### src/rtl/mul_acc_stage_pkg.sv
// -----------------------------------------------------------------------------
// mul_acc_stage_pkg
// Shared definitions for the multiply-accumulate stage and the multiplier it
// consumes from.
//   state_e     : control states of the accumulate stage (IDLE/ACCUM/EMIT)
//   ACC_W_DEF   : default accumulator / result width
//   CNT_W_DEF   : default width of the run-length field
//   PROD_W      : width of the multiplier product (8x8 -> 16)
// -----------------------------------------------------------------------------
package mul_acc_stage_pkg;

  localparam int ACC_W_DEF = 24;
  localparam int CNT_W_DEF = 8;
  localparam int PROD_W    = 16;

  typedef enum logic [1:0] {
    IDLE  = 2'd0,
    ACCUM = 2'd1,
    EMIT  = 2'd2
  } state_e;

endpackage : mul_acc_stage_pkg

### src/rtl/mul_acc_stage_sat_add.sv
// -----------------------------------------------------------------------------
// sat_acc_add
// Combinational saturating adder: result = sat(acc + zero_ext(addend)).
// The sum is formed one bit wider than the accumulator. A carry out of the
// accumulator width clamps the result to all-ones and raises carry.
// Ports:
//   acc     in  ACC_W   current accumulator value
//   addend  in  ADD_W   unsigned value to add (zero-extended)
//   result  out ACC_W   saturated sum
//   carry   out 1       the unsaturated sum did not fit in ACC_W bits
// -----------------------------------------------------------------------------
module sat_acc_add
  import mul_acc_stage_pkg::*;
#(
  parameter int ACC_W = ACC_W_DEF,
  parameter int ADD_W = PROD_W
) (
  input  logic [ACC_W-1:0] acc,
  input  logic [ADD_W-1:0] addend,
  output logic [ACC_W-1:0] result,
  output logic             carry
);

  logic [ACC_W:0] sum_wide;

  assign sum_wide = {1'b0, acc} + {{(ACC_W + 1 - ADD_W){1'b0}}, addend};
  assign carry    = sum_wide[ACC_W];
  assign result   = carry ? {ACC_W{1'b1}} : sum_wide[ACC_W-1:0];

endmodule : sat_acc_add

### src/rtl/mul_acc_stage.sv
// -----------------------------------------------------------------------------
// mul_acc_stage
// Accumulates a programmable number of 16-bit multiplier products into a
// saturating ACC_W-bit accumulator and hands the result downstream.
// Ports:
//   clk         in   system clock, rising edge
//   rst_n       in   asynchronous active-low reset
//   start       in   begin a run (honoured only in IDLE)
//   len         in   CNT_W  products in the run, sampled with start
//   prod_valid  in   prod carries a valid product
//   prod_ready  out  product accepted this cycle (high only in ACCUM)
//   prod        in   PROD_W unsigned product
//   sum_valid   out  result available (high only in EMIT)
//   sum_ready   in   downstream accepts the result
//   sum         out  ACC_W accumulated result
//   overflow    out  run saturated; meaningful while sum_valid is high
//   busy        out  not in IDLE
// All outputs are decoded from registers only; no input reaches an output
// combinationally.
// -----------------------------------------------------------------------------
module mul_acc_stage
  import mul_acc_stage_pkg::*;
#(
  parameter int ACC_W = ACC_W_DEF,
  parameter int CNT_W = CNT_W_DEF
) (
  input  logic              clk,
  input  logic              rst_n,
  input  logic              start,
  input  logic [CNT_W-1:0]  len,
  input  logic              prod_valid,
  output logic              prod_ready,
  input  logic [PROD_W-1:0] prod,
  output logic              sum_valid,
  input  logic              sum_ready,
  output logic [ACC_W-1:0]  sum,
  output logic              overflow,
  output logic              busy
);

  state_e             state_q, state_d;
  logic [ACC_W-1:0]   acc_q;
  logic [CNT_W-1:0]   cnt_q;
  logic [CNT_W-1:0]   len_q;
  logic               ovf_q;

  logic [ACC_W-1:0]   add_result;
  logic               add_carry;
  logic               xfer;
  logic               last_xfer;

  sat_acc_add #(
    .ACC_W (ACC_W),
    .ADD_W (PROD_W)
  ) u_add (
    .acc    (acc_q),
    .addend (prod),
    .result (add_result),
    .carry  (add_carry)
  );

  assign xfer      = prod_valid && (state_q == ACCUM);
  assign last_xfer = xfer && (cnt_q == (len_q - CNT_W'(1)));

  // State register.
  // NOTE: every clocked process uses non-blocking (<=) assignments so all
  // registers sample pre-edge values; blocking assignments here would create
  // order-dependent simulation and sim/synthesis mismatches.
  always_ff @(posedge clk or negedge rst_n) begin
    if (!rst_n) begin
      state_q <= IDLE;
    end else begin
      state_q <= state_d;
    end
  end

  // Next-state decode.
  // NOTE: state_d gets a default before the case so every path assigns it;
  // leaving any path unassigned in always_comb would infer a latch.
  always_comb begin
    state_d = state_q;
    case (state_q)
      IDLE: begin
        if (start) begin
          // A zero-length run skips accumulation and reports 0 directly.
          state_d = (len != '0) ? ACCUM : EMIT;
        end
      end
      ACCUM: begin
        if (last_xfer) begin
          state_d = EMIT;
        end
      end
      EMIT: begin
        // start in this cycle is deliberately ignored.
        if (sum_ready) begin
          state_d = IDLE;
        end
      end
      default: state_d = IDLE;
    endcase
  end

  // Datapath: accumulator, product counter, latched length, sticky overflow.
  always_ff @(posedge clk or negedge rst_n) begin
    if (!rst_n) begin
      acc_q <= '0;
      cnt_q <= '0;
      len_q <= '0;
      ovf_q <= 1'b0;
    end else begin
      case (state_q)
        IDLE: begin
          if (start) begin
            len_q <= len;
            acc_q <= '0;
            cnt_q <= '0;
            ovf_q <= 1'b0;
          end
        end
        ACCUM: begin
          if (xfer) begin
            acc_q <= add_result;
            cnt_q <= cnt_q + CNT_W'(1);
            // Sticky: once set it stays until the next accepted start.
            if (add_carry) begin
              ovf_q <= 1'b1;
            end
          end
        end
        default: ;
      endcase
    end
  end

  // Outputs decoded from registered state only. sum keeps its value after
  // the handshake until a new run clears the accumulator.
  assign prod_ready = (state_q == ACCUM);
  assign sum_valid  = (state_q == EMIT);
  assign busy       = (state_q != IDLE);
  assign sum        = acc_q;
  assign overflow   = ovf_q;

endmodule : mul_acc_stage

### config.mk
export PLATFORM = sky130hd
export DESIGN_NAME = mul_acc_stage
export DESIGN_NICKNAME = d
export VERILOG_FILES = /design/src/rtl/mul_acc_stage_pkg.sv /design/src/rtl/mul_acc_stage_sat_add.sv /design/src/rtl/mul_acc_stage.sv
export SDC_FILE = /design/constraint.sdc
export NUM_CORES = 1
export LEC_CHECK = 0
export BUFFER_PORTS_ARGS = -buffer_cell sky130_fd_sc_hd__buf_2
export CORE_MARGIN = 3
export CORE_UTILIZATION = 35
export DETAILED_ROUTE_END_ITERATION = 8
export HOLD_SLACK_MARGIN = 0.03
export PLACE_DENSITY = 0.54
export REMOVE_ABC_BUFFERS = 1
export SLEW_MARGIN = 25
export SYNTH_ARGS = -nofsm -noshare
export SYNTH_HDL_FRONTEND = slang
export SYNTH_HIERARCHICAL = 1
export SYNTH_SLANG_ARGS = --single-unit
### constraint.sdc
create_clock -name clk -period 6.18 [get_ports clk]
set_clock_uncertainty 0.2 [all_clocks]
set_input_delay 0.618 -clock clk [delete_from_list [all_inputs] [get_ports clk]]
set_output_delay 0.618 -clock clk [all_outputs]
set_load 0.02 [all_outputs]
==> flow_summary.json <==
{
  "run_status": "completed",
  "sequentialPowerShare_pct": 30.5,
  "post-dp-hpwl_um": 5540,
  "total_power_mw": 1.65,
  "sw_frac_of_total_pct": 45.9,
  "fraction_of_post_synthesis_cell_area_in_the_top_cell_type_by_area_pct": 34.1,
  "worst_hold_slack_after_final_layout_ns": 0.107,
  "fp_rows": 34,
  "totalNegativeSetupSlack_ns": 0,
  "route.detailed.vias_per_inst": 5.44,
  "max_cap_viol_count": 0,
  "cts_htree_levels": 2,
  "ctsResizeCount": 0,
  "yosys-top-cells-area": "dfrtp_1 (34%), ha_1 (7.1%), nand2_1 (6.2%), a22o_1 (5.6%), xnor2_1 (4.7%)",
  "final_std_cells_w_o_fill": 505,
  "total_of_buffers_placed_on_input_and_output_ports": 56,
  "power_leakage_nw": 1.66,
  "num_vias": 2747,
  "rsz_0062_raised_after_global_routing": "no",
  "layout-drive-gt1-share_pct": 20.9,
  "route.detailed.drc": 0,
  "diodes": 0,
  "met3_length_um": 258,
  "setup.worst_path.class": "flop to flop",
  "number_of_pins_with_negative_max_slew_slack_in_the_final_report": 0,
  "synth_enable_flop_cells": 0,
  "finish.utilization_pct": 41.2,
  "netlist-cell-type-count": 60,
  "power.density_cell_area_nw_per_um2": 461,
  "start_kind": "flop",
  "timing.critical_path.fanout_max": 23,
  "gp_congestion": 0.867,
  "wirelength_um": 7460,
  "crit_slowest_cell": "o21bai_2",
  "hold_path.class": "input port to asynchronous set/reset pin",
  "fill_cells": 889,
  "yosys_register_bits": 43,
  "die_w_um": 101,
  "cts_hold_buf": 0,
  "yosysMostFrequentCell": "nand2_1",
  "post-route-cell-area_um2": 3590,
  "end_kind": "flop",
  "cts_made_buffers": 5,
  "clkSlewWorstSetupHoldPaths_ns": 0.09,
  "synth_to_final_area_change_pct": 13.9,
  "placedCellCount": 497,
  "clk_root_buffer_cell": "clkbuf_8",
  "grt_start_max_net_pins": 44,
  "tritoncts": "yes",
  "post_dp_cell_area_um2": 3500,
  "synth_commonest_cells": "nand2_1 (52), dfrtp_1 (43), a22o_1 (20)",
  "num-nets-final": 444,
  "fp.dieH_um": 101,
  "dp_worst_setup_slack_ns": 2.41,
  "syn-cell-area_um2": 3150,
  "maxSlewHeadroom_pct": 36.2,
  "fin_crit_sh_pct": 54.9,
  "hold_violations": 0,
  "highest_metal_used": "met4",
  "critical_path_arrival_ns": 3.38,
  "ir_drop_mv": 0.122,
  "clkLatencyLatePin_ns": 0.29,
  "setup_ws_ns": 2.79,
  "cts.path.max_buffers": 2,
  "clockPowerShare_pct": 10.9,
  "drt-initial-drc-count": 60,
  "final_global_route_overflow_total": 0,
  "die_area_um2": 10200,
  "fmax_mhz": 295,
  "asyncSetResetFlopFracSynth_pct": 100,
  "final-setup-viol-count": 0,
  "grt_first_pass_wirelength_um": 12700,
  "postCtsSetupBuffers": 0,
  "detail_route.wl_per_cell_um": 14.8,
  "power_share_of_the_combinational_group_pct": 58.7,
  "ys.warnings.count": 6,
  "synthDominantAreaCellType": "dfrtp_1",
  "ys_seq_area_share_pct": 34.1,
  "floorplan.initialDensity_pct": 36.2,
  "route.layer.met1.wl_um": 3660,
  "synthesis.area_per_instance_um2": 9.09,
  "grt_pass1_vias": 2636,
  "crit_path_cell_trace": "ha_1 > fa_1 > nand3_1 > a211oi_2 > o21ai_2 > a31oi_4 > o21bai_2 > o21ai_0 > a22o_1",
  "internal_power_uw": 895,
  "synthesis.instances": 347,
  "dr.pass1.iters": 4,
  "switching_power_uw": 759,
  "layout_min_cycle_time_ns": 3.39,
  "synth_top_flop_cell": "dfrtp_1",
  "worst-slew-pin-transition_ns": 0.957,
  "antenna_violations_before_repair": 0,
  "route.met2.wl_um": 3450,
  "io_pins": 57,
  "worst_ep_required_time_ns": 6.17,
  "core-area_um2": 8720,
  "grt_util_all_layers_pct": 15.0,
  "cts_sinks": 43,
  "slowest_delay_ns": 0.74,
  "ant_nets": 0
}
## critical path: cells and delay by family (launching register included)
| kind | cells | cell delay, ns |
|---|---|---|
| AO/OA/AOI/OAI | 6 | 1.82 |
| flip-flops | 1 | 0.41 |
| AND/OR/NAND/NOR | 1 | 0.17 |
| adder cells (fa/ha/maj) | 2 | 0.68 |
## power groups by stage
stage / sequential [mW] / clock (mW) / combinational (mW)
after floorplan: 0.555 / 0 / 0.693
final: 0.504 / 0.180 / 0.971
after global routing: 0.525 / 0.201 / 1.09
after CTS: 0.506 / 0.193 / 0.977
after global placement: 0.510 / 0 / 0.964
after detailed placement: 0.510 / 0 / 0.974
## placed cells by master, fill, tap and decap left out, drive strengths merged, types with 9 or more instances in the layout
cell   instances
a21oi         20
a22o          20
buf           57
dfrtp         43
ha            18
inv            9
nand2         52
nor2          15
nor3           9
o21ai         19
xnor2         17
xor2          13
## registers in the layout, indices dropped and copies added (netlist names)
register,cells
cnt_q,8
sum,24
overflow,1
len_q,8
state_q,2
## cell type report
| class | instances | area [um2] | share of cell area, % |
|---|---|---|---|
| multi-input combinational | 280 | 1970 | 54.9 |
| sequential | 43 | 1080 | 30.0 |
| timing repair buffer | 57 | 290 | 8.08 |
| tap | 108 | 135 | 3.76 |
| clock buffer | 6 | 72.6 | 2.02 |
| inverter | 9 | 33.8 | 0.940 |
| clock inverter | 2 | 12.5 | 0.348 |
## path summary, 6_finish.rpt
| check | start | endpoint | slack (ns) | cells after the start |
|---|---|---|---|---|
| setup reg to reg | sum[0] | sum[15] | 2.79 | 9 |
| setup / recovery | sum[0] | sum[15] | 2.79 | 9 |
| hold reg to reg | overflow | overflow | 0.33 | 1 |
| min in group clk | overflow | overflow | 0.33 | 1 |
| hold / removal | rst_n | sum[6] | 0.11 | 1 |
| max in group asynchronous | rst_n | cnt_q[2] | 5.29 | 1 |
## metal layers
layer  vias up  GRT usage [%]
li1       1361              -
met1      1323           20.8
met2        55           24.3
met3         8           2.42
met4         0           3.78
met5         -              0
## cell families after synthesis
logic type                 after synthesis  share of synthesized area (%)
AOI/OAI and AO/OA                      102                           23.9
xor gates and xnor gates                30                           8.33
adders and majority gates               19                           7.77
buffers and inverters                   24                           3.37
DFF                                     43                           34.1
muxes                                    9                           3.29
and+or+nand+nor                        120                           19.2
Power figures use the tool's default switching activity.
